===== config.mk =====
export PLATFORM = sky130hd
export DESIGN_NAME = commit_trace_buffer_flat
export DESIGN_NICKNAME = d
export VERILOG_FILES = /design/src/rtl/commit_trace_buffer_if.sv /design/src/rtl/commit_trace_buffer.sv /design/src/flat_wrapper.sv
export SDC_FILE = /design/constraint.sdc
export NUM_CORES = 2
export LEC_CHECK = 0
export CAP_MARGIN = 20
export CORE_MARGIN = 2
export CORE_UTILIZATION = 35
export CTS_CLUSTER_DIAMETER = 50
export DETAILED_ROUTE_END_ITERATION = 10
export GPL_TIMING_DRIVEN = 0
export PLACE_DENSITY = 0.58
export SYNTH_ARGS = -nofsm -noshare
export SYNTH_HDL_FRONTEND = slang
export SYNTH_SLANG_ARGS = --single-unit

===== constraint.sdc =====
create_clock -name clk -period 101 [get_ports clk]
set_input_delay 10.1 -clock clk [delete_from_list [all_inputs] [get_ports clk]]
set_output_delay 10.1 -clock clk [all_outputs]
set_load 0.005 [all_outputs]

===== src/rtl/commit_trace_buffer_if.sv =====
// Commit-to-trace bundle: grouped retire lanes in, serialised trace records out.
// Latency: none (wires only).
// Backpressure: in_ready gates the commit side, out_ready gates the trace side.
interface commit_trace_buffer_if #(
  parameter int LANES  = 4,
  parameter int AREG_W = 8,
  parameter int PREG_W = 8,
  parameter int XLEN   = 32,
  parameter int CNT_W  = 64
);
  localparam int LW = (LANES > 1) ? $clog2(LANES) : 1;

  // Commit side: one group of up to LANES retired instructions per cycle.
  logic [LANES-1:0]        in_valid;
  logic [LANES-1:0]        in_rat_we;
  logic [LANES*AREG_W-1:0] in_rat_addr;
  logic [LANES*PREG_W-1:0] in_rat_data;
  logic [LANES*XLEN-1:0]   in_wdata;
  logic [LANES*XLEN-1:0]   in_pc;
  logic                    in_ready;

  // Trace side: one record per accepted handshake.
  logic                    out_valid;
  logic                    out_ready;
  logic [LW-1:0]           out_lane;
  logic                    out_last;
  logic                    out_rat_we;
  logic [AREG_W-1:0]       out_rat_addr;
  logic [PREG_W-1:0]       out_rat_data;
  logic [XLEN-1:0]         out_wdata;
  logic [XLEN-1:0]         out_pc;

  // Status.
  logic                    overflow;
  logic [15:0]             drop_cnt;
  logic [CNT_W-1:0]        retire_cnt;
  logic                    empty;

  // Buffer view.
  modport slave (
    input  in_valid, in_rat_we, in_rat_addr, in_rat_data, in_wdata, in_pc, out_ready,
    output in_ready, out_valid, out_lane, out_last, out_rat_we, out_rat_addr,
           out_rat_data, out_wdata, out_pc, overflow, drop_cnt, retire_cnt, empty
  );

  // Producer/consumer view.
  modport master (
    output in_valid, in_rat_we, in_rat_addr, in_rat_data, in_wdata, in_pc, out_ready,
    input  in_ready, out_valid, out_lane, out_last, out_rat_we, out_rat_addr,
           out_rat_data, out_wdata, out_pc, overflow, drop_cnt, retire_cnt, empty
  );
endinterface


===== src/rtl/commit_trace_buffer.sv =====
// Buffers retired commit groups and serialises them into one trace record per cycle.
// Latency: first record valid one cycle after a push into an empty buffer; groups stream back-to-back.
// Backpressure: in_ready = !full (registered, rises the cycle after a pop); groups arriving while full are dropped and counted.
module commit_trace_buffer #(
  parameter int LANES  = 4,
  parameter int AREG_W = 8,
  parameter int PREG_W = 8,
  parameter int XLEN   = 32,
  parameter int DEPTH  = 8,
  parameter int CNT_W  = 64
) (
  input  logic                 clk,
  input  logic                 rst,
  commit_trace_buffer_if.slave bus
);
  localparam int LW = (LANES > 1) ? $clog2(LANES) : 1;
  localparam int PW = $clog2(DEPTH);
  localparam int CW = PW + 1;

  localparam logic [CW-1:0]    FULL_CNT = CW'(DEPTH);
  localparam logic [CW-1:0]    CNT_ONE  = CW'(1);
  localparam logic [PW-1:0]    PTR_ONE  = PW'(1);
  localparam logic [LANES-1:0] REM_ONE  = LANES'(1);
  localparam logic [CNT_W-1:0] RET_ONE  = CNT_W'(1);
  localparam logic [15:0]      DROP_MAX = 16'hFFFF;

  typedef enum logic {ST_EMPTY, ST_EMIT} state_t;

  // Group storage; the valid mask travels with the lane fields.
  logic [LANES-1:0]  mask_mem_q [DEPTH];
  logic [LANES-1:0]  we_mem_q   [DEPTH];
  logic [AREG_W-1:0] addr_mem_q [DEPTH][LANES];
  logic [PREG_W-1:0] tag_mem_q  [DEPTH][LANES];
  logic [XLEN-1:0]   wd_mem_q   [DEPTH][LANES];
  logic [XLEN-1:0]   pc_mem_q   [DEPTH][LANES];

  state_t           state_q;
  logic [LANES-1:0] rem_q;
  logic [PW-1:0]    wr_ptr_q, rd_ptr_q, rd_nxt;
  logic [CW-1:0]    count_q, count_d;
  logic             full_q;
  logic             overflow_q;
  logic [15:0]      drop_cnt_q;
  logic [CNT_W-1:0] retire_cnt_q;

  logic             any_valid, push, drop, emit, fire, last, pop;
  logic [LW-1:0]    sel;
  logic [LANES-1:0] sel_oh, rem_m1;

  // Lane select: lowest pending lane of the head group, and whether it is the final one.
  always_comb begin
    sel = '0;
    for (int i = LANES - 1; i >= 0; i--) begin
      if (rem_q[i]) sel = LW'(i);
    end
    sel_oh      = '0;
    sel_oh[sel] = 1'b1;
    rem_m1      = rem_q - REM_ONE;
    last        = (rem_q != '0) && ((rem_q & rem_m1) == '0);
  end

  // Handshake qualifiers and next occupancy.
  always_comb begin
    any_valid = |bus.in_valid;
    push      = any_valid & ~full_q;
    drop      = any_valid & full_q;
    emit      = (state_q == ST_EMIT);
    fire      = emit & bus.out_ready;
    pop       = fire & last;
    rd_nxt    = rd_ptr_q + PTR_ONE;
    case ({push, pop})
      2'b10:   count_d = count_q + CNT_ONE;
      2'b01:   count_d = count_q - CNT_ONE;
      default: count_d = count_q;
    endcase
  end

  // Group write; storage itself needs no reset since occupancy gates every read.
  always_ff @(posedge clk) begin
    if (push) begin
      mask_mem_q[wr_ptr_q] <= bus.in_valid;
      we_mem_q[wr_ptr_q]   <= bus.in_rat_we;
      for (int l = 0; l < LANES; l++) begin
        addr_mem_q[wr_ptr_q][l] <= bus.in_rat_addr[l*AREG_W +: AREG_W];
        tag_mem_q[wr_ptr_q][l]  <= bus.in_rat_data[l*PREG_W +: PREG_W];
        wd_mem_q[wr_ptr_q][l]   <= bus.in_wdata[l*XLEN +: XLEN];
        pc_mem_q[wr_ptr_q][l]   <= bus.in_pc[l*XLEN +: XLEN];
      end
    end
  end

  // Pointers, occupancy, registered full flag and the status counters.
  always_ff @(posedge clk or negedge rst) begin
    if (!rst) begin
      wr_ptr_q     <= '0;
      rd_ptr_q     <= '0;
      count_q      <= '0;
      full_q       <= 1'b0;
      overflow_q   <= 1'b0;
      drop_cnt_q   <= '0;
      retire_cnt_q <= '0;
    end else begin
      if (push) wr_ptr_q <= wr_ptr_q + PTR_ONE;
      if (pop)  rd_ptr_q <= rd_nxt;
      count_q <= count_d;
      full_q  <= (count_d == FULL_CNT);
      if (drop) begin
        overflow_q <= 1'b1;
        if (drop_cnt_q != DROP_MAX) drop_cnt_q <= drop_cnt_q + 16'd1;
      end
      if (fire) retire_cnt_q <= retire_cnt_q + RET_ONE;
    end
  end

  // Output FSM: on the last record of a group, reload the next head's mask in
  // the same cycle so consecutive groups stream without a bubble. When only
  // the departing group is stored, the next head is whatever is being pushed now.
  always_ff @(posedge clk or negedge rst) begin
    if (!rst) begin
      state_q <= ST_EMPTY;
      rem_q   <= '0;
    end else begin
      case (state_q)
        ST_EMPTY: begin
          if (push) begin
            state_q <= ST_EMIT;
            rem_q   <= bus.in_valid;
          end
        end
        ST_EMIT: begin
          if (fire) begin
            if (!last) begin
              rem_q <= rem_q & ~sel_oh;
            end else if (count_q > CNT_ONE) begin
              rem_q <= mask_mem_q[rd_nxt];
            end else if (push) begin
              rem_q <= bus.in_valid;
            end else begin
              state_q <= ST_EMPTY;
              rem_q   <= '0;
            end
          end
        end
        default: begin
          state_q <= ST_EMPTY;
          rem_q   <= '0;
        end
      endcase
    end
  end

  // Record fields are forced to zero outside EMIT so reset and idle look clean.
  assign bus.in_ready     = ~full_q;
  assign bus.out_valid    = emit;
  assign bus.out_last     = emit & last;
  assign bus.out_lane     = emit ? sel : '0;
  assign bus.out_rat_we   = emit & we_mem_q[rd_ptr_q][sel];
  assign bus.out_rat_addr = emit ? addr_mem_q[rd_ptr_q][sel] : '0;
  assign bus.out_rat_data = emit ? tag_mem_q[rd_ptr_q][sel]  : '0;
  assign bus.out_wdata    = emit ? wd_mem_q[rd_ptr_q][sel]   : '0;
  assign bus.out_pc       = emit ? pc_mem_q[rd_ptr_q][sel]   : '0;
  assign bus.overflow     = overflow_q;
  assign bus.drop_cnt     = drop_cnt_q;
  assign bus.retire_cnt   = retire_cnt_q;
  assign bus.empty        = (count_q == '0) & ~emit;

  // Structural invariants of the buffer.
  a_count_bound: assert property (@(posedge clk) disable iff (!rst) count_q <= FULL_CNT);
  a_emit_mask:   assert property (@(posedge clk) disable iff (!rst) emit |-> (rem_q != '0));
  a_idle_empty:  assert property (@(posedge clk) disable iff (!rst) !emit |-> (count_q == '0));
  a_stall_hold:  assert property (@(posedge clk) disable iff (!rst)
                   (emit && !bus.out_ready) |=> (emit && $stable(sel) && $stable(rd_ptr_q)));
endmodule


===== src/flat_wrapper.sv =====
// flat-port wrapper written by rule: the top's interface ports become plain ports
module commit_trace_buffer_flat 
#(
  parameter int LANES  = 4,
  parameter int AREG_W = 8,
  parameter int PREG_W = 8,
  parameter int XLEN   = 32,
  parameter int DEPTH  = 8,
  parameter int CNT_W  = 64
)
  (clk, rst, bus_in_valid, bus_in_rat_we, bus_in_rat_addr, bus_in_rat_data, bus_in_wdata, bus_in_pc, bus_out_ready, bus_in_ready, bus_out_valid, bus_out_lane, bus_out_last, bus_out_rat_we, bus_out_rat_addr, bus_out_rat_data, bus_out_wdata, bus_out_pc, bus_overflow, bus_drop_cnt, bus_retire_cnt, bus_empty);
  commit_trace_buffer_if #(.LANES(LANES), .AREG_W(AREG_W), .PREG_W(PREG_W), .XLEN(XLEN), .CNT_W(CNT_W)) bus_i ();
  input  logic clk;
  input  logic rst;
  input wire logic [$bits(bus_i.in_valid)-1:0] bus_in_valid;
  input wire logic [$bits(bus_i.in_rat_we)-1:0] bus_in_rat_we;
  input wire logic [$bits(bus_i.in_rat_addr)-1:0] bus_in_rat_addr;
  input wire logic [$bits(bus_i.in_rat_data)-1:0] bus_in_rat_data;
  input wire logic [$bits(bus_i.in_wdata)-1:0] bus_in_wdata;
  input wire logic [$bits(bus_i.in_pc)-1:0] bus_in_pc;
  input wire logic [$bits(bus_i.out_ready)-1:0] bus_out_ready;
  output wire logic [$bits(bus_i.in_ready)-1:0] bus_in_ready;
  output wire logic [$bits(bus_i.out_valid)-1:0] bus_out_valid;
  output wire logic [$bits(bus_i.out_lane)-1:0] bus_out_lane;
  output wire logic [$bits(bus_i.out_last)-1:0] bus_out_last;
  output wire logic [$bits(bus_i.out_rat_we)-1:0] bus_out_rat_we;
  output wire logic [$bits(bus_i.out_rat_addr)-1:0] bus_out_rat_addr;
  output wire logic [$bits(bus_i.out_rat_data)-1:0] bus_out_rat_data;
  output wire logic [$bits(bus_i.out_wdata)-1:0] bus_out_wdata;
  output wire logic [$bits(bus_i.out_pc)-1:0] bus_out_pc;
  output wire logic [$bits(bus_i.overflow)-1:0] bus_overflow;
  output wire logic [$bits(bus_i.drop_cnt)-1:0] bus_drop_cnt;
  output wire logic [$bits(bus_i.retire_cnt)-1:0] bus_retire_cnt;
  output wire logic [$bits(bus_i.empty)-1:0] bus_empty;
  assign bus_i.in_valid = bus_in_valid;
  assign bus_i.in_rat_we = bus_in_rat_we;
  assign bus_i.in_rat_addr = bus_in_rat_addr;
  assign bus_i.in_rat_data = bus_in_rat_data;
  assign bus_i.in_wdata = bus_in_wdata;
  assign bus_i.in_pc = bus_in_pc;
  assign bus_i.out_ready = bus_out_ready;
  assign bus_in_ready = bus_i.in_ready;
  assign bus_out_valid = bus_i.out_valid;
  assign bus_out_lane = bus_i.out_lane;
  assign bus_out_last = bus_i.out_last;
  assign bus_out_rat_we = bus_i.out_rat_we;
  assign bus_out_rat_addr = bus_i.out_rat_addr;
  assign bus_out_rat_data = bus_i.out_rat_data;
  assign bus_out_wdata = bus_i.out_wdata;
  assign bus_out_pc = bus_i.out_pc;
  assign bus_overflow = bus_i.overflow;
  assign bus_drop_cnt = bus_i.drop_cnt;
  assign bus_retire_cnt = bus_i.retire_cnt;
  assign bus_empty = bus_i.empty;
  commit_trace_buffer #(.LANES(LANES), .AREG_W(AREG_W), .PREG_W(PREG_W), .XLEN(XLEN), .DEPTH(DEPTH), .CNT_W(CNT_W)) u_core (.clk(clk), .rst(rst), .bus(bus_i));
endmodule

==> implementation parameters <==
Parameter                              Value

Outcome
  Run status    finished clean

Route
  Vias post-DR    between 50000 and 60000
  Pre-antenna DRT Iters    5
  Sum of routed wire length over all layers    301 mm
  Average wire length per cell after detail routing    approximately 30 µm
  DRC errors left    0
  Via-to-Cell Ratio    roughly 5.4
  Initial DRC count    5444
  Post-route ant nets    0

Global route
  Vias in the first global route    around 54000
  Global-route usage over all layers    approximately a fifth
  Met2 global-route usage    around a third
  First-pass GRT wire length    about 420 mm
  Antenna violations before repair    approximately 190
  Pin count of the biggest net entering global routing    60
  Met1 track demand over resource in global routing    a little over a quarter
  Top Usage Layer GRT    met2
  Met3 global-route usage    between 5 and 6%
  Overall overflow remaining after global route    0

Finish
  Final std cells w/o fill    9847
  Most common library cell in the layout ignoring fill and taps    sky130_fd_sc_hd__edfxtp_1
  Commonest non-fill, non-tap cells in the layout    sky130_fd_sc_hd__edfxtp_1 (2624), sky130_fd_sc_hd__mux4_2 (656), sky130_fd_sc_hd__clkdlybuf4s50_1 (497), sky130_fd_sc_hd__clkbuf_16 (325), sky130_fd_sc_hd__buf_4 (181)
  Area added between synthesis and finish    24.2%
  Fin nets    approximately 6000
  Final cell area excluding filler cells    about 0.13 mm²
  Core utilization of the finished layout    43.6%
  Layout cell share with drive strength beyond 1    28.4%

Floorplan
  Die X-Extent    around 550 µm
  Floorplan Core Area    roughly 0.3 mm²
  Initial core utilization    35.1%
  Y dimension of the die    546 µm
  I/O pins    499
  Area enclosed by the die boundary    0.299 mm²
  Cell row count    199

Yosys
  Sequential element share of the synthesized area    around 79%
  Yosys cell types    50
  Number of register bits inferred by synthesis    between 2000 and 3000
  Synth Warn #    0
  Avg Cell Area, Syn    around 23 µm²
  Portion of synthesized cell area occupied by the leading cell type    between 70% and 80%
  Post-Syn Area    a little over 0.1 mm²
  Synth top area cells    sky130_fd_sc_hd__edfxtp_1 (77%), sky130_fd_sc_hd__mux4_2 (14%), sky130_fd_sc_hd__dfrtp_1 (2.4%)
  Gate count after technology mapping    4400
  Predominant post-synthesis flop cell    sky130_fd_sc_hd__edfxtp_1
  Fraction of registers with async set/reset    3.56%
  EDFF count, synth    around 2600
  Library cell with the largest summed area after synthesis    sky130_fd_sc_hd__edfxtp_1
  Syn nets    around 4700

Timing
  Normalized max-slew margin    a little over 20%
  Final worst-path cycle share    between 10% and 20%
  Maximum clock frequency    about 60 MHz
  Skew final    about 45 ps
  Final setup violation count    0
  Shortest clock period the worst path allows after layout    between 15000 and 20000 ps
  Final Hold Viols    0
  Final Slew Violations    0
  Least-Margin Pin Slew    between 1000 and 1500 ps
  TNS Setup    0 ps
  RSZ-0062 raised after global routing    false

Clock network
  CTS tree    yes
  Root buffer cell    sky130_fd_sc_hd__clkbuf_16
  Sink Count    approximately 2700
  Clock latency at the later pin of the worst-skew pair    950 ps
  Hold buffer count at CTS    0
  Total CTS buffers    roughly 320
  Reg clk slew, reported paths    ~60 ps
  H-tree levels    5
  Post-CTS resize count    0
  CTS Buffer Depth    4
  Postcts setup bufs    0

Worst setup path
  Crit Path Category    flip-flop to output port
  Type of element capturing the critical path    output port
  WP data arrival    ~6400 ps
  Maximum net fanout on the critical path    10
  Startpoint Class    flip-flop
  Required time at the worst-slack endpoint    around 91000 ps

Placement
  Number of placed cells counting well taps    about 9000
  Placed inst area    between 0.1 and 0.15 mm²
  DPL Wire Length    roughly 220 mm
  Total of buffers placed on input and output ports    approximately 500
  Final RePlAce weighted congestion    between 0.7 and 0.8

Power and ir drop
  VDD IR-drop max    16.3 µV
  Total power after layout    approximately 0.0041 W
  Power density of the placed cells    32.4 mW/mm²
  Total leakage power    between 40 and 50 nW

Job
  Max_cap viols    0

Worst hold path
  Type of the worst min-delay path    flip-flop to flip-flop
[area by class of cell]
cell class	count	area, µm²
Clock buffer	369	8300
Tap cell	3919	4900
Inverter	13	48.8
Clock inverter	207	2150
Fill cell	25108	165000
Timing Repair Buffer	913	9420
Antenna cell	39	97.6
Buffer	237	1010
Sequential cell	2721	81200
Multi-Input combinational cell	1429	20700
[cells by family after synthesis]
group / share of synthesized area, %
xor gates and xnor gates: 0.689
and+or+nand+nor: 1.23
adders and majority gates: 0.122
DFF: 78.9
muxes: 14.5
AOI/OAI and AO/OA: 3.58
buffers and inverters: 1.01
[registers in the layout, indices dropped and copies added (netlist names), 16 cells and up]
name	count
u_core.addr_mem_q	256
u_core.bus.drop_cnt	16
u_core.bus.retire_cnt	64
u_core.mask_mem_q	32
u_core.pc_mem_q	1024
u_core.tag_mem_q	256
u_core.wd_mem_q	1024
u_core.we_mem_q	32
[Yosys cell counts, types with 3 or more instances]
master / number
sky130_fd_sc_hd__a21boi_0: 81
sky130_fd_sc_hd__or3_1: 3
sky130_fd_sc_hd__buf_2: 79
sky130_fd_sc_hd__buf_1: 20
sky130_fd_sc_hd__a221oi_1: 163
sky130_fd_sc_hd__mux2_2: 5
sky130_fd_sc_hd__a22o_1: 162
sky130_fd_sc_hd__and3_1: 19
sky130_fd_sc_hd__nand2b_1: 3
sky130_fd_sc_hd__o21ai_0: 7
sky130_fd_sc_hd__xnor2_1: 53
sky130_fd_sc_hd__nor3b_1: 5
sky130_fd_sc_hd__a21oi_1: 7
sky130_fd_sc_hd__edfxtp_1: 2624
sky130_fd_sc_hd__xor2_1: 28
sky130_fd_sc_hd__nor4_1: 10
sky130_fd_sc_hd__nor4b_1: 6
sky130_fd_sc_hd__and4_1: 7
sky130_fd_sc_hd__nor2_1: 31
sky130_fd_sc_hd__inv_1: 13
sky130_fd_sc_hd__nor3_1: 16
sky130_fd_sc_hd__nand4_1: 24
sky130_fd_sc_hd__nor2b_1: 7
sky130_fd_sc_hd__dfrtp_1: 97
sky130_fd_sc_hd__nand2_1: 46
sky130_fd_sc_hd__o211ai_1: 5
sky130_fd_sc_hd__mux4_2: 656
sky130_fd_sc_hd__clkbuf_1: 137
sky130_fd_sc_hd__nand3_1: 35
sky130_fd_sc_hd__or2_2: 7
sky130_fd_sc_hd__mux2i_1: 8
sky130_fd_sc_hd__and2_1: 3
sky130_fd_sc_hd__ha_1: 10
[power by group]
group          switching, W  leakage (nW)  total, W  internal [W]
clock network      0.000478          5.05   0.00114      0.000657
logic              0.000815          11.2   0.00141      0.000596
registers         0.0000550          25.3   0.00160       0.00155
[layer usage]
metal | vias up | share of wire (%) | routed length [µm]
met1 | 28411 | 41 | 123000
met4 | 130 | 2.6 | 7860
li1 | 21669 | - | -
met2 | 2158 | 47 | 143000
met3 | 580 | 8.9 | 26800
met5 | - | 0.26 | 784
[worst paths after layout]
path,cells after the start,end,slack (ps),from
max,9,bus_out_wdata[18],84520,u_core.rem_q[0]
min,1,u_core.bus.retire_cnt[63],480,u_core.bus.retire_cnt[63]
max reg2reg,14,u_core.pc_mem_q[1][94],96800,u_core.full_q
min reg2reg,1,u_core.bus.retire_cnt[63],480,u_core.bus.retire_cnt[63]
max in group asynchronous,2,u_core.rd_ptr_q[1],91000,rst
min in group asynchronous,1,u_core.bus.retire_cnt[59],9260,rst
[worst max-delay path, stage by stage (launching register included)]
cell                              delay (ps)
sky130_fd_sc_hd__dfrtp_1                 320
sky130_fd_sc_hd__clkbuf_1                420
sky130_fd_sc_hd__inv_1                   230
sky130_fd_sc_hd__o21a_1                  310
sky130_fd_sc_hd__nor2b_1                 880
sky130_fd_sc_hd__buf_2                   600
sky130_fd_sc_hd__clkbuf_1                780
sky130_fd_sc_hd__a221oi_1                400
sky130_fd_sc_hd__a21boi_0                810
sky130_fd_sc_hd__clkdlybuf4s50_1         650
[stage by stage]
| step | setup slack [ps] | hold slack (ps) |
|---|---|---|
| 5_1_grt | 84220 | 512 |
| 6_report | 84520 | 478 |
| 3_3_place_gp | 16220 | 468 |
| 2_1_floorplan | 55130 | 459 |
| 3_5_place_dp | 85390 | 477 |
| 4_1_cts | 84210 | 484 |
Power figures use the tool's default switching activity.
